--- config.mk ---
export PLATFORM = sky130hd
export DESIGN_NAME = if_id_skid
export DESIGN_NICKNAME = d
export VERILOG_FILES = /design/src/rtl/if_id_skid_pkg.sv /design/src/rtl/if_id_skid_pipe_entry.sv /design/src/rtl/if_id_skid.sv
export SDC_FILE = /design/constraint.sdc
export NUM_CORES = 1
export LEC_CHECK = 0
export BUFFER_PORTS_ARGS = -buffer_cell sky130_fd_sc_hd__buf_2
export CELL_PAD_IN_SITES_DETAIL_PLACEMENT = 2
export CELL_PAD_IN_SITES_GLOBAL_PLACEMENT = 2
export CORE_MARGIN = 1.5
export CORE_UTILIZATION = 36
export CTS_CLUSTER_SIZE = 8
export DETAILED_ROUTE_END_ITERATION = 6
export GPL_TIMING_DRIVEN = 0
export PLACE_DENSITY = 0.89
export SLEW_MARGIN = 20
export SYNTH_ARGS = -nofsm -noshare
export SYNTH_HDL_FRONTEND = slang
export SYNTH_HIERARCHICAL = 1
export SYNTH_SLANG_ARGS = --single-unit
--- constraint.sdc ---
create_clock -name clk -period 3.1 [get_ports clk]
set_clock_uncertainty 0.2 [all_clocks]
set_input_delay 0.62 -clock clk [delete_from_list [all_inputs] [get_ports clk]]
set_output_delay 0.62 -clock clk [all_outputs]
set_load 0.005 [all_outputs]
--- src/rtl/if_id_skid_pkg.sv ---
// Shared constants and helpers for the IF/ID skid stage and its pipe entries.
// Defaults match the core's NOP encoding and zero reset vector.
package if_id_skid_pkg;

  localparam int          REG_BUS_W   = 32;
  localparam logic [31:0] INST_NOP    = 32'h0000_0013;
  localparam logic [31:0] ZERO_WORD   = 32'h0000_0000;
  localparam logic        ENABLE      = 1'b1;
  localparam logic        DISABLE     = 1'b0;
  localparam int          IF_ID_DEPTH = 2;

  function automatic logic [1:0] occ_count(input logic main_vld, input logic skid_vld);
    return {1'b0, main_vld} + {1'b0, skid_vld};
  endfunction

endpackage

--- src/rtl/if_id_skid_pipe_entry.sv ---
// One {valid, inst, addr} pipeline register; flush beats load beats drop.
// Flush resets addr/inst, drop clears only valid so addr stays visible.
module pipe_entry
  import if_id_skid_pkg::*;
#(
  parameter int                INST_W     = 32,
  parameter int                ADDR_W     = 32,
  parameter logic [INST_W-1:0] NOP_INST   = INST_W'(INST_NOP),
  parameter logic [ADDR_W-1:0] RESET_ADDR = '0
) (
  input  logic              clk,
  input  logic              rst,
  input  logic              flush_i,
  input  logic              load_i,
  input  logic              drop_i,
  input  logic [INST_W-1:0] inst_i,
  input  logic [ADDR_W-1:0] addr_i,
  output logic              valid_o,
  output logic [INST_W-1:0] inst_o,
  output logic [ADDR_W-1:0] addr_o
);

  logic              valid_q, valid_d;
  logic [INST_W-1:0] inst_q, inst_d;
  logic [ADDR_W-1:0] addr_q, addr_d;

  always_comb begin
    valid_d = valid_q;
    inst_d  = inst_q;
    addr_d  = addr_q;
    if (flush_i) begin
      valid_d = DISABLE;
      inst_d  = NOP_INST;
      addr_d  = RESET_ADDR;
    end else if (load_i) begin
      valid_d = ENABLE;
      inst_d  = inst_i;
      addr_d  = addr_i;
    end else if (drop_i) begin
      valid_d = DISABLE;
    end
  end

  always_ff @(posedge clk or posedge rst) begin
    if (rst) begin
      valid_q <= DISABLE;
      inst_q  <= NOP_INST;
      addr_q  <= RESET_ADDR;
    end else begin
      valid_q <= valid_d;
      inst_q  <= inst_d;
      addr_q  <= addr_d;
    end
  end

  assign valid_o = valid_q;
  assign inst_o  = inst_q;
  assign addr_o  = addr_q;

endmodule

--- src/rtl/if_id_skid.sv ---
// IF/ID 2-entry skid stage: 1-cycle in->out latency, 1 beat/cycle sustained.
// in_ready is a pure flop output (~skid valid); flush drops everything held.
module if_id_skid
  import if_id_skid_pkg::*;
#(
  parameter int                INST_W     = REG_BUS_W,
  parameter int                ADDR_W     = REG_BUS_W,
  parameter logic [INST_W-1:0] NOP_INST   = INST_W'(INST_NOP),
  parameter logic [ADDR_W-1:0] RESET_ADDR = ADDR_W'(ZERO_WORD)
) (
  input  logic              clk,
  input  logic              rst,
  input  logic              flush,
  input  logic              in_valid,
  output logic              in_ready,
  input  logic [INST_W-1:0] in_inst,
  input  logic [ADDR_W-1:0] in_addr,
  output logic              out_valid,
  input  logic              out_ready,
  output logic [INST_W-1:0] out_inst,
  output logic [ADDR_W-1:0] out_addr,
  output logic [1:0]        occupancy
);

  logic              m_valid, s_valid;
  logic [INST_W-1:0] m_inst, s_inst;
  logic [ADDR_W-1:0] m_addr, s_addr;

  logic accept, drain;
  logic m_load, m_drop, s_load, s_drop;
  logic [INST_W-1:0] m_inst_src;
  logic [ADDR_W-1:0] m_addr_src;

  assign in_ready = ~s_valid;
  assign accept   = in_valid & in_ready;
  assign drain    = m_valid & out_ready;

  // Main refills from skid when it holds a beat (older), otherwise from fetch.
  assign m_load     = (~m_valid & accept) | (drain & (s_valid | accept));
  assign m_drop     = drain & ~m_load;
  assign m_inst_src = s_valid ? s_inst : in_inst;
  assign m_addr_src = s_valid ? s_addr : in_addr;

  assign s_load = m_valid & ~drain & accept;
  assign s_drop = drain & s_valid;

  pipe_entry #(
    .INST_W(INST_W), .ADDR_W(ADDR_W), .NOP_INST(NOP_INST), .RESET_ADDR(RESET_ADDR)
  ) u_main (
    .clk(clk), .rst(rst), .flush_i(flush), .load_i(m_load), .drop_i(m_drop),
    .inst_i(m_inst_src), .addr_i(m_addr_src),
    .valid_o(m_valid), .inst_o(m_inst), .addr_o(m_addr)
  );

  pipe_entry #(
    .INST_W(INST_W), .ADDR_W(ADDR_W), .NOP_INST(NOP_INST), .RESET_ADDR(RESET_ADDR)
  ) u_skid (
    .clk(clk), .rst(rst), .flush_i(flush), .load_i(s_load), .drop_i(s_drop),
    .inst_i(in_inst), .addr_i(in_addr),
    .valid_o(s_valid), .inst_o(s_inst), .addr_o(s_addr)
  );

  assign out_valid = m_valid;
  assign out_inst  = m_valid ? m_inst : NOP_INST;
  assign out_addr  = m_addr;
  assign occupancy = occ_count(m_valid, s_valid);

  a_skid_implies_main: assert property (@(posedge clk) disable iff (rst) !(s_valid && !m_valid));

endmodule

# After elaboration in Yosys (flattened, before gate mapping)
# Cells that the tools add are included.
# Widths: inputs -> output; s select.
# word_totals
register_bits,130
in_bits,69
output_inout_bits,68
word_cells,42
# classes
addsub,1
mux,17
bitwise_logic,14
reduce_logical,4
# ops
op,n
$mux 32,11
$and 1x1->1,8
$mux 1,6
$reduce_bool 3->1,2
$not 1->1,4
$reduce_bool 2->1,2
$add 1x1->2,1
$or 1x1->1,2

# Longest topological paths before layout
# logic_depth
word_depth,10
ltp_mapped,9
ltp_nobuf,4

# Modules after synthesis
# Netlist, hierarchy kept.
# modules_own_cells
module,n_inst,cells_per_inst,area_each_um2,seq_area_each_um2
pipe_entry,2,212,2700.1,1630.3
if_id_skid,1,116,1084.8,0.0

# Worst setup path after synthesis
# OpenSTA, ideal clock, no wires.
# synth_timing
path_type,flip-flop to flip-flop
startpoint,register u_skid.valid_q (netlist: u_skid/valid_o)
endpoint,register u_skid.addr_q[0] (netlist: u_skid/addr_o[0])
setup_ns,0.132
arrival_ns,1.622
t_required_ns,2.768
setup_slack_ns,1.146
path_stages_with_launch,9
n_path_buf,5
period_less_slack_ns,1.954
path_cell_list,dfrtp_1 -> buf_6 -> buf_6 -> nor4bb_1 -> buf_6 -> buf_12 -> buf_12 -> mux2i_1 -> nor2_1
# synth_via
elab_chain_len,4
# synth_rtl
element,line,source
"start, declared",if_id_skid_pipe_entry.sv:23,"logic valid_q, valid_d;"
"start signal, assigned",if_id_skid_pipe_entry.sv:50,valid_q <= valid_d;
$not 1->1,if_id_skid.sv:34,assign in_ready = ~s_valid;
$and 1x1->1,if_id_skid.sv:35,assign accept = in_valid & in_ready;
$and 1x1->1,if_id_skid.sv:44,assign s_load = m_valid & ~drain & accept;
named net s_load,if_id_skid.sv:30,"logic m_load, m_drop, s_load, s_drop;"
$reduce_bool 2->1 (no source line),-,
"end signal, assigned",if_id_skid_pipe_entry.sv:52,addr_q <= addr_d;
"end, declared",if_id_skid_pipe_entry.sv:25,"logic [ADDR_W-1:0] addr_q, addr_d;"
# The timed path passes the listed nets, and every way through them passes these cells.
# A chain may end at the register's enable or synchronous reset.

# Final worst setup path
# layout_timing
startpoint,register u_main.valid_q (netlist: u_main/valid_o)
endpoint,output port out_inst[5]
# layout_via
elab_chain_len,1
# layout_rtl
element,line,source
"start, declared",if_id_skid_pipe_entry.sv:23,
"start signal, assigned",if_id_skid_pipe_entry.sv:50,
$mux 32,if_id_skid.sv:64,assign out_inst = m_valid ? m_inst : NOP_INST;
"end, declared",if_id_skid.sv:20,"output logic [INST_W-1:0] out_inst,"
# No other way between the ends.

==> impl_metrics.csv <==
group,metric,value,unit
yosys,syn_inst,540,
clock_network,path_clk_slew,0.06,ns
finish,nNetsFinal,766,
route,num_vias,4619,
clock_network,root_buffer,"clkbuf_16",
pwr,p_leak,0.00391,uW
route,dr.pass1.iters,4,
pwr,p_per_area,572,mW/mm^2
worst_setup_path,r2r_setup_slack,0.83,ns
sta,min_period,2.74,ns
worst_hold_path,hold_class,"input port to asynchronous set/reset pin",
sta,slew_viol_final,0,
global_route,track_usage,21.5,%
placed_design,dp_hpwl,13500,um
yosys,synthFlopType,"dfrtp_1",
yosys,synth_common_cells,"dfrtp_1, nor2_1, mux2i_1",
global_route,grt_pass1_wl,30000,um
floorplanning,rows,48,
yosys,synthArstFlopShare,100,%
floorplanning,dieWidth,137,um
sta,hold_viol,0,
global_route,antenna_found_initial,4,
yosys,synth_top_area_share,47.8,%
placed_design,gp_congestion,0.743,
finish,drive_above_1_share,37.7,%
pwr,power,4640,uW
route,wl_per_cell,20.0,um
run,maxCapViolations,0,
route,wl,18800,um
sta,finalSetupViolations,0,
global_route,overflow,0,
worst_setup_path,crit_fanout,13,
yosys,synth_warnings,6,
yosys,synthesis.nets,610,
route,wl_met2,9860,um
route,routed_via_density,4.93,
finish,final_cell_area,0.00811,sq mm
floorplanning,initial_core_util,37.1,%
sta,slew_headroom,56.5,%
clock_network,cts_resized,0,
route,wl_met1,7740,um
route,drc_errors,0,
yosys,synthTopCellsByArea,"dfrtp_1, mux2i_1, mux2_2, nor2_1, buf_12",
floorplanning,pin_count,137,
clock_network,cts.path.max_buffers,2,
worst_setup_path,crit_path_start_kind,"register",
sta,fmax,0.365,GHz
route,ant_nets,0,
yosys,synth_edf_count,0,
status,status,"finished clean",
floorplanning,dieArea,0.0188,sq mm
worst_setup_path,worstSetupPathType,"register to output port",
global_route,grt_pass1_vias,5447,
worst_setup_path,worst_setup_path_end_kind,"output port",
placed_design,place_area,0.00749,sq mm
clock_network,cts_hold_buffers,0,
finish,area_delta_synth_final,25.0,%
yosys,postSynthAreaPerCell,12.0,sq um
yosys,synth_area_leader_cell,"dfrtp_1",
floorplanning,core_area,0.0175,sq mm
yosys,synth_cell_types,22,
clock_network,cts_num_sinks,130,
route,highest-signal-layer,"met5",
route,drtIter0Drc,102,
global_route,grt_max_degree,37,
yosys,synth_seq_cells,130,
clock_network,cts_tree,"built",
pwr,ir_drop,0.391,mV
yosys,ys_seq_area_share,50.3,%
clock_network,cts-buffers-inserted,17,
sta,rsz0062_at_grt,"no",
clock_network,clk_latency,0.41,ns
worst_setup_path,crit_arrival,1.92,ns
clock_network,cts_max_level,4,
yosys,yosysMostFrequentCell,"dfrtp_1",
worst_setup_path,cp.required,2.28,ns
sta,timing.final.crit_share,88.3,%
placed_design,io_buffers,135,
yosys,syn_area,0.00648,sq mm
sta,worstMarginPinSlew,0.652,ns
route,met3_wirelength,910,um
floorplanning,die_y,137,um
clock_network,post_cts_buffers,0,
-- logic make-up after synthesis --
group,Yosys count,synth area share [%]
adders and majority gates,1,0.193
and+or+nand+nor,168,11.5
DFF,130,50.3
AOI/OAI and AO/OA,9,1.04
buffers and inverters,46,7.00
muxes,186,29.9
-- cells in the final DEF, fill, tap and decap left out --
master      instances
a211o_1             6
a21oi_1             3
and2_1             29
and3_1              1
buf_1               2
buf_12             14
buf_2             138
buf_4               2
buf_6              10
bufinv_16           3
clkbuf_1           13
clkbuf_16          17
clkbuf_8            4
clkinv_2            5
clkinvlp_4          2
dfrtp_1           124
dfstp_2             6
diode_2             3
ha_1                1
inv_1               3
inv_4               2
mux2_2             64
mux2i_1           122
nand2_1             1
nand2b_1            5
nor2_1            123
nor2b_1             6
nor4bb_1            2
or2_1               1
-- registers in the layout, indices dropped and copies added (netlist names) --
| signal | cells |
|---|---|
| u_skid/inst_o | 32 |
| u_main/addr_o | 32 |
| u_skid/addr_o | 32 |
| u_skid/valid_o | 1 |
| u_main/valid_o | 1 |
| u_main/inst_o | 32 |
-- metrics by stage --
step	TNS [ns]	std cells	util, %	worst slack, ns	hold slack, ns
after floorplan	0	540	-	0.659	0.278
after global placement	-56.84	900	42.6	-0.469	0.296
after detailed placement	0	902	42.8	0.756	0.310
after CTS	0	934	46.4	0.314	0.0846
after global routing	0	935	46.4	0.169	0.114
final	0	937	46.4	0.362	0.0871
-- final cells by class --
class / instances / area [sq um]
multi-input combinational: 364 / 2770
fill: 1796 / 9370
clock inverter: 10 / 130
buffer: 41 / 435
clock buffer: 22 / 484
timing repair buffer: 137 / 716
tap: 225 / 282
inverter: 5 / 23.8
sequential: 130 / 3260
antenna: 3 / 7.51
-- metal layers --
layer  track usage, %  vias up
met2             38.2      111
met5                0        -
met4             7.02        2
met1             25.1     2353
met3             5.59       22
li1                 -     2131
-- final timing paths --
path | from | endpoint | cells after the start
min reg2reg | u_main/addr_o[11] | u_main/addr_o[11] | 2
max in group asynchronous | rst | u_skid/inst_o[4] | 3
min | rst | u_skid/inst_o[19] | 2
min in group clk | in_inst[0] | u_skid/inst_o[0] | 2
max reg2reg | u_skid/valid_o | u_skid/inst_o[6] | 8
max | u_main/valid_o | out_inst[5] | 3
-- power by group --
group / internal [uW] / switching, uW / total, uW / leakage [uW]
registers: 1800 / 58.7 / 1860 / 0.00175
clock network: 1340 / 746 / 2090 / 0.000302
logic: 337 / 357 / 694 / 0.00185
total: 3480 / 1160 / 4640 / 0.00391
-- worst max-delay path: stages (launching register included) --
cell	delay (ns)
dfrtp_1	0.63
clkbuf_1	0.51
and2_1	0.24
buf_2	0.12
Power figures use the tool's default switching activity.
